$ cat config.mk
export PLATFORM = sky130hd
export DESIGN_NAME = pwm_capture
export DESIGN_NICKNAME = d
export VERILOG_FILES = /design/src/rtl/pwm_capture.sv
export SDC_FILE = /design/constraint.sdc
export NUM_CORES = 1
export LEC_CHECK = 0
export CORE_ASPECT_RATIO = 2
export CORE_MARGIN = 2
export CORE_UTILIZATION = 35
export CTS_CLUSTER_SIZE = 14
export DETAILED_ROUTE_END_ITERATION = 7
export MAX_ROUTING_LAYER = met4
export PLACE_DENSITY_LB_ADDON = 0.15
export SETUP_SLACK_MARGIN = 0.5
export SYNTH_ARGS = -nofsm -noshare
export SYNTH_HDL_FRONTEND = slang
export SYNTH_SLANG_ARGS = --single-unit
$ cat constraint.sdc
create_clock -name clk -period 12.6 [get_ports clk]
set_input_delay 2.52 -clock clk [delete_from_list [all_inputs] [get_ports clk]]
set_output_delay 2.52 -clock clk [all_outputs]
set_load 0.01 [all_outputs]
$ cat src/rtl/pwm_capture.sv
// PWM input measurement: synchronises pwm_in, times rise-to-rise period and high time,
// and derives a duty code with a bit-serial restoring divider.
module pwm_capture #(
    parameter int CNT_W   = 16,
    parameter int DUTY_W  = 8,
    parameter int TIMEOUT = 65535
) (
    input  logic              clk,
    input  logic              rst,
    input  logic              pwm_in,
    output logic [CNT_W-1:0]  period,
    output logic [CNT_W-1:0]  high_time,
    output logic [DUTY_W-1:0] duty,
    output logic              valid,
    output logic              timeout,
    output logic              overrun
);

    localparam logic [1:0] ST_IDLE = 2'd0;
    localparam logic [1:0] ST_HIGH = 2'd1;
    localparam logic [1:0] ST_LOW  = 2'd2;

    localparam int              IW        = $clog2(DUTY_W + 1);
    localparam logic [CNT_W-1:0] TIMEOUT_C = CNT_W'(TIMEOUT);
    localparam logic [CNT_W-1:0] CNT_MAX   = {CNT_W{1'b1}};

    logic              s1, s2, s3;
    logic [1:0]        warm_reg;
    logic              low_seen_reg;
    logic [1:0]        state_reg;
    logic [CNT_W-1:0]  cnt_reg;
    logic [CNT_W-1:0]  hi_lat_reg;

    logic              div_busy_reg;
    logic [IW-1:0]     div_iter_reg;
    logic [CNT_W-1:0]  div_rem_reg;
    logic [DUTY_W-1:0] div_quot_reg;
    logic [CNT_W-1:0]  div_period_reg;
    logic [CNT_W-1:0]  div_high_reg;

    logic              rise, fall, rise_ok;
    logic              closing, accept, to_fire;
    logic [CNT_W:0]    rem_shift;
    logic [CNT_W:0]    per_ext;
    logic              q_bit;
    logic [DUTY_W-1:0] quot_next;
    logic              last_iter;

    always_ff @(posedge clk or posedge rst) begin
        if (rst) begin
            s1 <= 1'b0;
            s2 <= 1'b0;
            s3 <= 1'b0;
        end else begin
            s1 <= pwm_in;
            s2 <= s1;
            s3 <= s2;
        end
    end

    assign rise = s2 & ~s3;
    assign fall = ~s2 & s3;

    // A high input at reset release looks like a rise because the flops start at 0;
    // ignore rises until the synchronised level has genuinely been seen low.
    always_ff @(posedge clk or posedge rst) begin
        if (rst) begin
            warm_reg     <= 2'd0;
            low_seen_reg <= 1'b0;
        end else begin
            if (warm_reg != 2'd2)
                warm_reg <= warm_reg + 2'd1;
            if (warm_reg == 2'd2 && !s2)
                low_seen_reg <= 1'b1;
        end
    end

    assign rise_ok = rise & low_seen_reg;
    assign closing = rise_ok && (state_reg == ST_LOW);
    assign accept  = closing && !div_busy_reg;
    assign overrun = closing && div_busy_reg;
    // Fires once per stuck episode; the rise takes priority when both coincide.
    assign to_fire = (cnt_reg == TIMEOUT_C) && !rise_ok && !timeout;

    always_ff @(posedge clk or posedge rst) begin
        if (rst) begin
            state_reg  <= ST_IDLE;
            cnt_reg    <= '0;
            hi_lat_reg <= '0;
        end else begin
            if (rise_ok)
                cnt_reg <= CNT_W'(1);
            else if (cnt_reg != CNT_MAX)
                cnt_reg <= cnt_reg + CNT_W'(1);

            case (state_reg)
                ST_IDLE: begin
                    if (rise_ok)
                        state_reg <= ST_HIGH;
                end
                ST_HIGH: begin
                    if (to_fire) begin
                        state_reg <= ST_IDLE;
                    end else if (fall) begin
                        state_reg  <= ST_LOW;
                        hi_lat_reg <= cnt_reg;
                    end
                end
                ST_LOW: begin
                    if (rise_ok)
                        state_reg <= ST_HIGH;
                    else if (to_fire)
                        state_reg <= ST_IDLE;
                end
                default: state_reg <= ST_IDLE;
            endcase
        end
    end

    // Restoring division of high_time * 2^DUTY_W by period, MSB first.
    assign rem_shift = {div_rem_reg, 1'b0};
    assign per_ext   = {1'b0, div_period_reg};
    assign q_bit     = (rem_shift >= per_ext);
    assign quot_next = DUTY_W'({div_quot_reg, q_bit});
    assign last_iter = (div_iter_reg == IW'(1));

    always_ff @(posedge clk or posedge rst) begin
        if (rst) begin
            div_busy_reg   <= 1'b0;
            div_iter_reg   <= '0;
            div_rem_reg    <= '0;
            div_quot_reg   <= '0;
            div_period_reg <= '0;
            div_high_reg   <= '0;
            period         <= '0;
            high_time      <= '0;
            duty           <= '0;
            valid          <= 1'b0;
            timeout        <= 1'b0;
        end else begin
            valid <= 1'b0;

            if (accept) begin
                div_busy_reg   <= 1'b1;
                div_iter_reg   <= IW'(DUTY_W);
                div_rem_reg    <= hi_lat_reg;
                div_quot_reg   <= '0;
                div_period_reg <= cnt_reg;
                div_high_reg   <= hi_lat_reg;
            end else if (div_busy_reg) begin
                div_rem_reg  <= q_bit ? CNT_W'(rem_shift - per_ext) : CNT_W'(rem_shift);
                div_quot_reg <= quot_next;
                div_iter_reg <= div_iter_reg - IW'(1);
                if (last_iter) begin
                    div_busy_reg <= 1'b0;
                    period       <= div_period_reg;
                    high_time    <= div_high_reg;
                    duty         <= quot_next;
                    valid        <= 1'b1;
                end
            end

            // The divider is always idle by the time a timeout can fire.
            if (to_fire) begin
                timeout   <= 1'b1;
                period    <= '0;
                high_time <= '0;
                duty      <= s2 ? {DUTY_W{1'b1}} : {DUTY_W{1'b0}};
                valid     <= 1'b1;
            end else if (rise_ok) begin
                timeout <= 1'b0;
            end
        end
    end

endmodule
-- Word level (Yosys, flattened, before mapping)
Index checks and enable logic that the tools add are counted.
- equality and inequality tests: 11
- mux-type cells: 37
- reduce and logical (&&, ||, !) cells: 19
- bitwise logic cells: 6
- add/subtract/negate cells: 4
- magnitude comparators: 1
- operator list (kind ; number):
    two-way mux 16 bit ; 13
    two-way mux 8 bit ; 5
    >= comparator 17 x 16 -> 1 bit ; 1
    adder 16 x 1 -> 16 bit, second input constant ; 1
    == test 16 bit, second input constant ; 1
    != test 16 bit, second input constant ; 1
    subtractor 16 bit ; 1
    two-way mux 7 bit ; 2
    two-way mux 2 bit ; 5
    nonzero test 2 bit ; 5
    two-way mux 1 bit ; 9
    AND reduction 3 bit ; 3
    two-way mux 4 bit ; 2
    logical AND 1 bit ; 6
    != test 3 bit, second input constant ; 2
    one-hot mux 2 bit (3 select lines) ; 1
    == test 2 bit, second input constant ; 2
    == test 4 x 1 -> 1 bit, second input constant ; 1
    zero test 1 bit ; 4
    != test 2 bit, second input constant ; 2
    subtractor 4 x 1 -> 4 bit, second input constant ; 1
    bitwise AND 1 bit ; 3
    inverter 1 bit ; 3
    adder 2 x 1 -> 2 bit, second input constant ; 1
    other kinds (3) ; 3
- input bits: 3
- register bits: 142
- word-level logic and storage cells: 97
- output and inout bits: 43

-- Logic depth before layout (Yosys ltp)
- depth in word-level cells: 9
- gate-level depth with buffers: 11
- gate-level depth less buffers: 10

-- Least setup slack after synthesis
OpenSTA, ideal clock, no wires.
- path kind: register -> output
- start point: register s3
- end point: output overrun
- cell stages (with the launch flop): 4
- setup slack: 8.955 ns
- data required time: 10.080 ns
- path buffers: 1
- arrival time: 1.125 ns
- cell sequence: dfrtp_1 > nor2_1 > clkbuf_1 > and3_1
- longest elaborated chain between the ends: 5
- ends and longest elaborated chain (what ; RTL line ; text):
    start, declared ; 27 ; logic s1, s2, s3;
    start signal, assigned ; 53 ; s3 <= 1'b0;
    start signal, assigned ; 57 ; s3 <= s2;
    inverter 1 bit ; 61 ; assign rise = s2 & ~s3;
    bitwise AND 1 bit ; 61 ;
    bitwise AND 1 bit ; 78 ; assign rise_ok = rise & low_seen_reg;
    logical AND 1 bit ; 79 ; assign closing = rise_ok && (state_reg == ST_LOW);
    logical AND 1 bit ; 81 ; assign overrun = closing && div_busy_reg;
    end, declared ; 16 ; output logic overrun
No other way between the ends.

-- Worst setup path after layout
- start point: register state_reg[0]
- end point: output overrun
- longest elaborated chain between the ends: 3
- ends and longest elaborated chain (what ; RTL line ; text):
    start, declared ; 30 ; logic [1:0] state_reg;
    start signal, assigned ; 87 ; state_reg <= ST_IDLE;
    start signal, assigned ; 99 ; state_reg <= ST_HIGH;
    start signal, assigned ; 103 ; state_reg <= ST_IDLE;
    == test 2 bit ; 79 ;
    logical AND 1 bit ; 79 ;
    logical AND 1 bit ; 81 ;
No other way between the ends.

==> tab_implementation.tex <==
\begin{tabular}{lr}
\hline
Metric & Value \\
\hline
\multicolumn{2}{l}{\textbf{CTS}} \\
Root Buffer Master & sky130\_fd\_sc\_hd\_\_clkbuf\_16 \\
Clock Sinks & 142 \\
Clock insertion delay at the later pin of the skew report & 0.43 ns \\
Clock tree from TritonCTS & yes \\
Count of hold buffers inserted by post-cts repair & 0 \\
Maximum root-to-sink buffer count & 2 \\
Number of H-tree branching levels & 4 \\
Count of buffers added by post-CTS timing repair for setup & 0 \\
Cts bufs inserted & 17 \\
Post-cts gate resize count & 0 \\
Clock slew at reported path FFs & 0.06 ns \\
\multicolumn{2}{l}{\textbf{Global routing}} \\
Overall fraction of global-route tracks in use & 0.175 \\
Largest net degree at the start of global routing & 82 \\
Remaining global-route overflow & 0 \\
Antenna violations before repair & 0 \\
Wire length of the first global-routing pass & 26.8 mm \\
Number of global-route vias before repair & 5,052 \\
\multicolumn{2}{l}{\textbf{Yosys}} \\
Average instance area after synthesis & 10.6 um2 \\
Fraction of the mapped netlist area in compound gates & 0.105 \\
Synthesized-area fraction occupied by and/or/nand/nor cells & 0.133 \\
Total of flip-flops plus latches after synthesis & 142 \\
Synthesized Nets & 667 \\
Parity-gate share of the synthesized area counting xor and xnor cells & 0.0320 \\
Count of unique library cells instantiated by Yosys & 54 \\
Dominant register cell in the synthesized netlist & sky130\_fd\_sc\_hd\_\_dfrtp\_1 \\
Combinational family with the most area after synthesis & multiplexers \\
Post-synthesis instance area & 6840 um2 \\
Post-Synth Adder-Cell Area & 0.0395 \\
Number of enable flip-flop cells after synthesis & 0 \\
Synthesized netlist cell count & 643 \\
Yosys warns & 0 \\
Multiplexer area fraction after synthesis & 0.137 \\
Fraction of the yosys area taken by sequential cells & 0.519 \\
Share of flip-flops with an asynchronous set or reset & 1.00 \\
\multicolumn{2}{l}{\textbf{Setup path}} \\
Slowest cell delay on critical path & 0.55 ns \\
Worst EP required & 10.08 ns \\
Startpoint types & register \\
Highest fanout seen on the critical path & 6 \\
Slowest cell on crit path & sky130\_fd\_sc\_hd\_\_clkdlybuf4s50\_1 \\
Kind of critical path & reg2out \\
Kind of capture point of the worst setup path & primary output \\
Depth of the worst register-to-register path & 8 \\
Critical path cell sequence & nor2b\_1, and3\_1, clkdlybuf4s50\_1 \\
Reg-to-reg setup timing slack & 9.51 ns \\
Data arrival, critical path & 1.99 ns \\
\multicolumn{2}{l}{\textbf{Floorplanning}} \\
Die span in x & 103 um \\
I/O pin count & 46 \\
Core footprint & 19,300 um2 \\
Die area & 20,700 um2 \\
Height of the chip & 202 um \\
Row Count & 72 \\
Starting utilization of the core area & 0.355 \\
\multicolumn{2}{l}{\textbf{Detailed routing}} \\
Metal-1 WL & 6.61 mm \\
Length of routed met2 wiring & 9.22 mm \\
Routed wirelength normalized by instance count & 17.4 um \\
Antenna violation net count after detailed routing & 0 \\
Via count & 4,854 \\
Detailed Route Iter0 Violations & 192 \\
Uppermost metal layer occupied by signal nets & met4 \\
Final wirelength & 16.7 mm \\
Detailed route wirelength on metal3 & 362 um \\
Number of vias per cell & 5.07 \\
Post-route DRC violation count & 0 \\
Drt pass-1 iters & 4 \\
\multicolumn{2}{l}{\textbf{Worst hold path}} \\
Cell count of the worst hold path & 0 \\
Hold/Removal Path Class & reg2reg \\
\multicolumn{2}{l}{\textbf{Final layout}} \\
Filler Cell Count & 1,921 \\
Layout area overhead & 18.7\% \\
Fraction of final layout cells sized beyond drive strength 1 & 0.117 \\
Number of inserted diodes & 0 \\
Top library cells by usage in the layout, fill and taps aside & sky130\_fd\_sc\_hd\_\_dfrtp\_1 (142), sky130\_fd\_sc\_hd\_\_nor2\_1 (60), sky130\_fd\_sc\_hd\_\_nand2\_1 (56), sky130\_fd\_sc\_hd\_\_mux2i\_1 (54), sky130\_fd\_sc\_hd\_\_clkdlybuf4s50\_1 (45) \\
Most frequent standard cell in the layout excluding fill and tap cells & sky130\_fd\_sc\_hd\_\_dfrtp\_1 \\
Net count, final & 709 \\
\multicolumn{2}{l}{\textbf{STA}} \\
Tightest Pin Transition & 0.914 ns \\
Share of the cycle needed by the critical path after routing & 0.358 \\
Post-layout minimum cycle time & 4.51 ns \\
Post-route worst hold slack & 0.358 ns \\
Max-Slew Margin vs Limit & 0.390 \\
Number of max-slew violations in the final report & 0 \\
Setup repair after global routing missed its margin & no \\
Clock Skews & 0.00858 ns \\
Total setup violations reported at the end of the flow & 0 \\
Number of hold violations in the final report & 0 \\
Final sum of negative setup slack & 0 ns \\
Peak clock frequency supported by timing & 0.222 GHz \\
\multicolumn{2}{l}{\textbf{Power}} \\
Leakage & 0.00353 uW \\
Power density relative to cell area & 205 nW/um2 \\
Max VDD drop & 0.000101 V \\
\multicolumn{2}{l}{\textbf{Outcome}} \\
Result of the run & complete, no violations \\
\multicolumn{2}{l}{\textbf{Placement}} \\
DPL Wire Length & 12.0 mm \\
Global placement routability congestion & 0.833 \\
I/O Buffers & 45 \\
\multicolumn{2}{l}{\textbf{Job}} \\
Number of violations of the max-capacitance limit & 0 \\
\hline
\end{tabular}
-- path summary, 6_finish.rpt --
check | start | to
worst min-delay path | s1 | s2
worst max-delay path | state_reg[0] | overrun
max in group asynchronous | rst | cnt_reg[6]
min in group asynchronous | rst | high_time[2]
worst min register to register | s1 | s2
worst max register to register | div_rem_reg[13] | div_rem_reg[1]
-- metal layers --
layer  vias to the layer above  GRT usage
li1                       2319          -
met1                      2425      0.193
met2                        79      0.302
met3                        31     0.0316
met4                         0     0.0766
met5                         -          -
-- final cells by class --
cell class / instances / area (um2) / share of cell area
well taps: 259 / 324 / 0.0399
multi-input cells: 445 / 3060 / 0.377
inverters: 26 / 103 / 0.0126
repair buffers: 53 / 510 / 0.0629
clock buffers: 17 / 425 / 0.0524
flip-flops and latches: 142 / 3550 / 0.438
clock inverters: 15 / 139 / 0.0171
-- critical path, delay by kind of cell (launching register included) --
kind / cells / cell delay (ns)
buffers and inverters: 1 / 0.55
AND/OR/NAND/NOR: 2 / 0.62
flip-flops: 1 / 0.41
-- per-stage QoR --
step / worst slack, ns / power, uW / cell area [um2] / util / instances
detailed placement: 8.13 / 1200 / 7550 / 0.392 / 925
global placement: 8.20 / 1180 / 7550 / 0.392 / 925
CTS: 8.03 / 1680 / 8120 / 0.421 / 957
finish: 8.09 / 1660 / 8120 / 0.421 / 957
global route: 7.95 / 1770 / 8120 / 0.421 / 957
floorplan: 6.27 / 1030 / 6840 / - / 643
-- cell usage after synthesis, types with 8 or more instances --
| master | count | area share |
|---|---|---|
| sky130_fd_sc_hd__mux2i_1 | 54 | 0.079 |
| sky130_fd_sc_hd__mux2_1 | 10 | 0.016 |
| sky130_fd_sc_hd__nor3_1 | 8 | 0.0059 |
| sky130_fd_sc_hd__a21oi_1 | 40 | 0.029 |
| sky130_fd_sc_hd__o21ai_0 | 34 | 0.025 |
| sky130_fd_sc_hd__and2_1 | 14 | 0.013 |
| sky130_fd_sc_hd__ha_1 | 20 | 0.037 |
| sky130_fd_sc_hd__nand3_1 | 14 | 0.010 |
| sky130_fd_sc_hd__xnor2_1 | 11 | 0.014 |
| sky130_fd_sc_hd__nand2_1 | 56 | 0.031 |
| sky130_fd_sc_hd__nor2_1 | 61 | 0.033 |
| sky130_fd_sc_hd__a211oi_1 | 15 | 0.016 |
| sky130_fd_sc_hd__mux2_2 | 25 | 0.041 |
| sky130_fd_sc_hd__xor2_1 | 14 | 0.018 |
| sky130_fd_sc_hd__clkbuf_1 | 21 | 0.012 |
| sky130_fd_sc_hd__dfrtp_1 | 142 | 0.52 |
| sky130_fd_sc_hd__and3_1 | 8 | 0.0073 |
| sky130_fd_sc_hd__inv_1 | 26 | 0.014 |
-- cell families after synthesis --
| logic type | count (synthesis) |
|---|---|
| xor gates and xnor gates | 25 |
| muxes | 89 |
| DFF | 142 |
| and+or+nand+nor | 192 |
| AOI/OAI and AO/OA | 118 |
| adders and majority gates | 21 |
| buffers and inverters | 56 |
-- power by group --
group | switching, uW | total [uW] | internal (uW)
logic | 310 | 570 | 260
registers | 74.2 | 616 | 542
clock network | 205 | 478 | 273
Power figures use the tool's default switching activity.
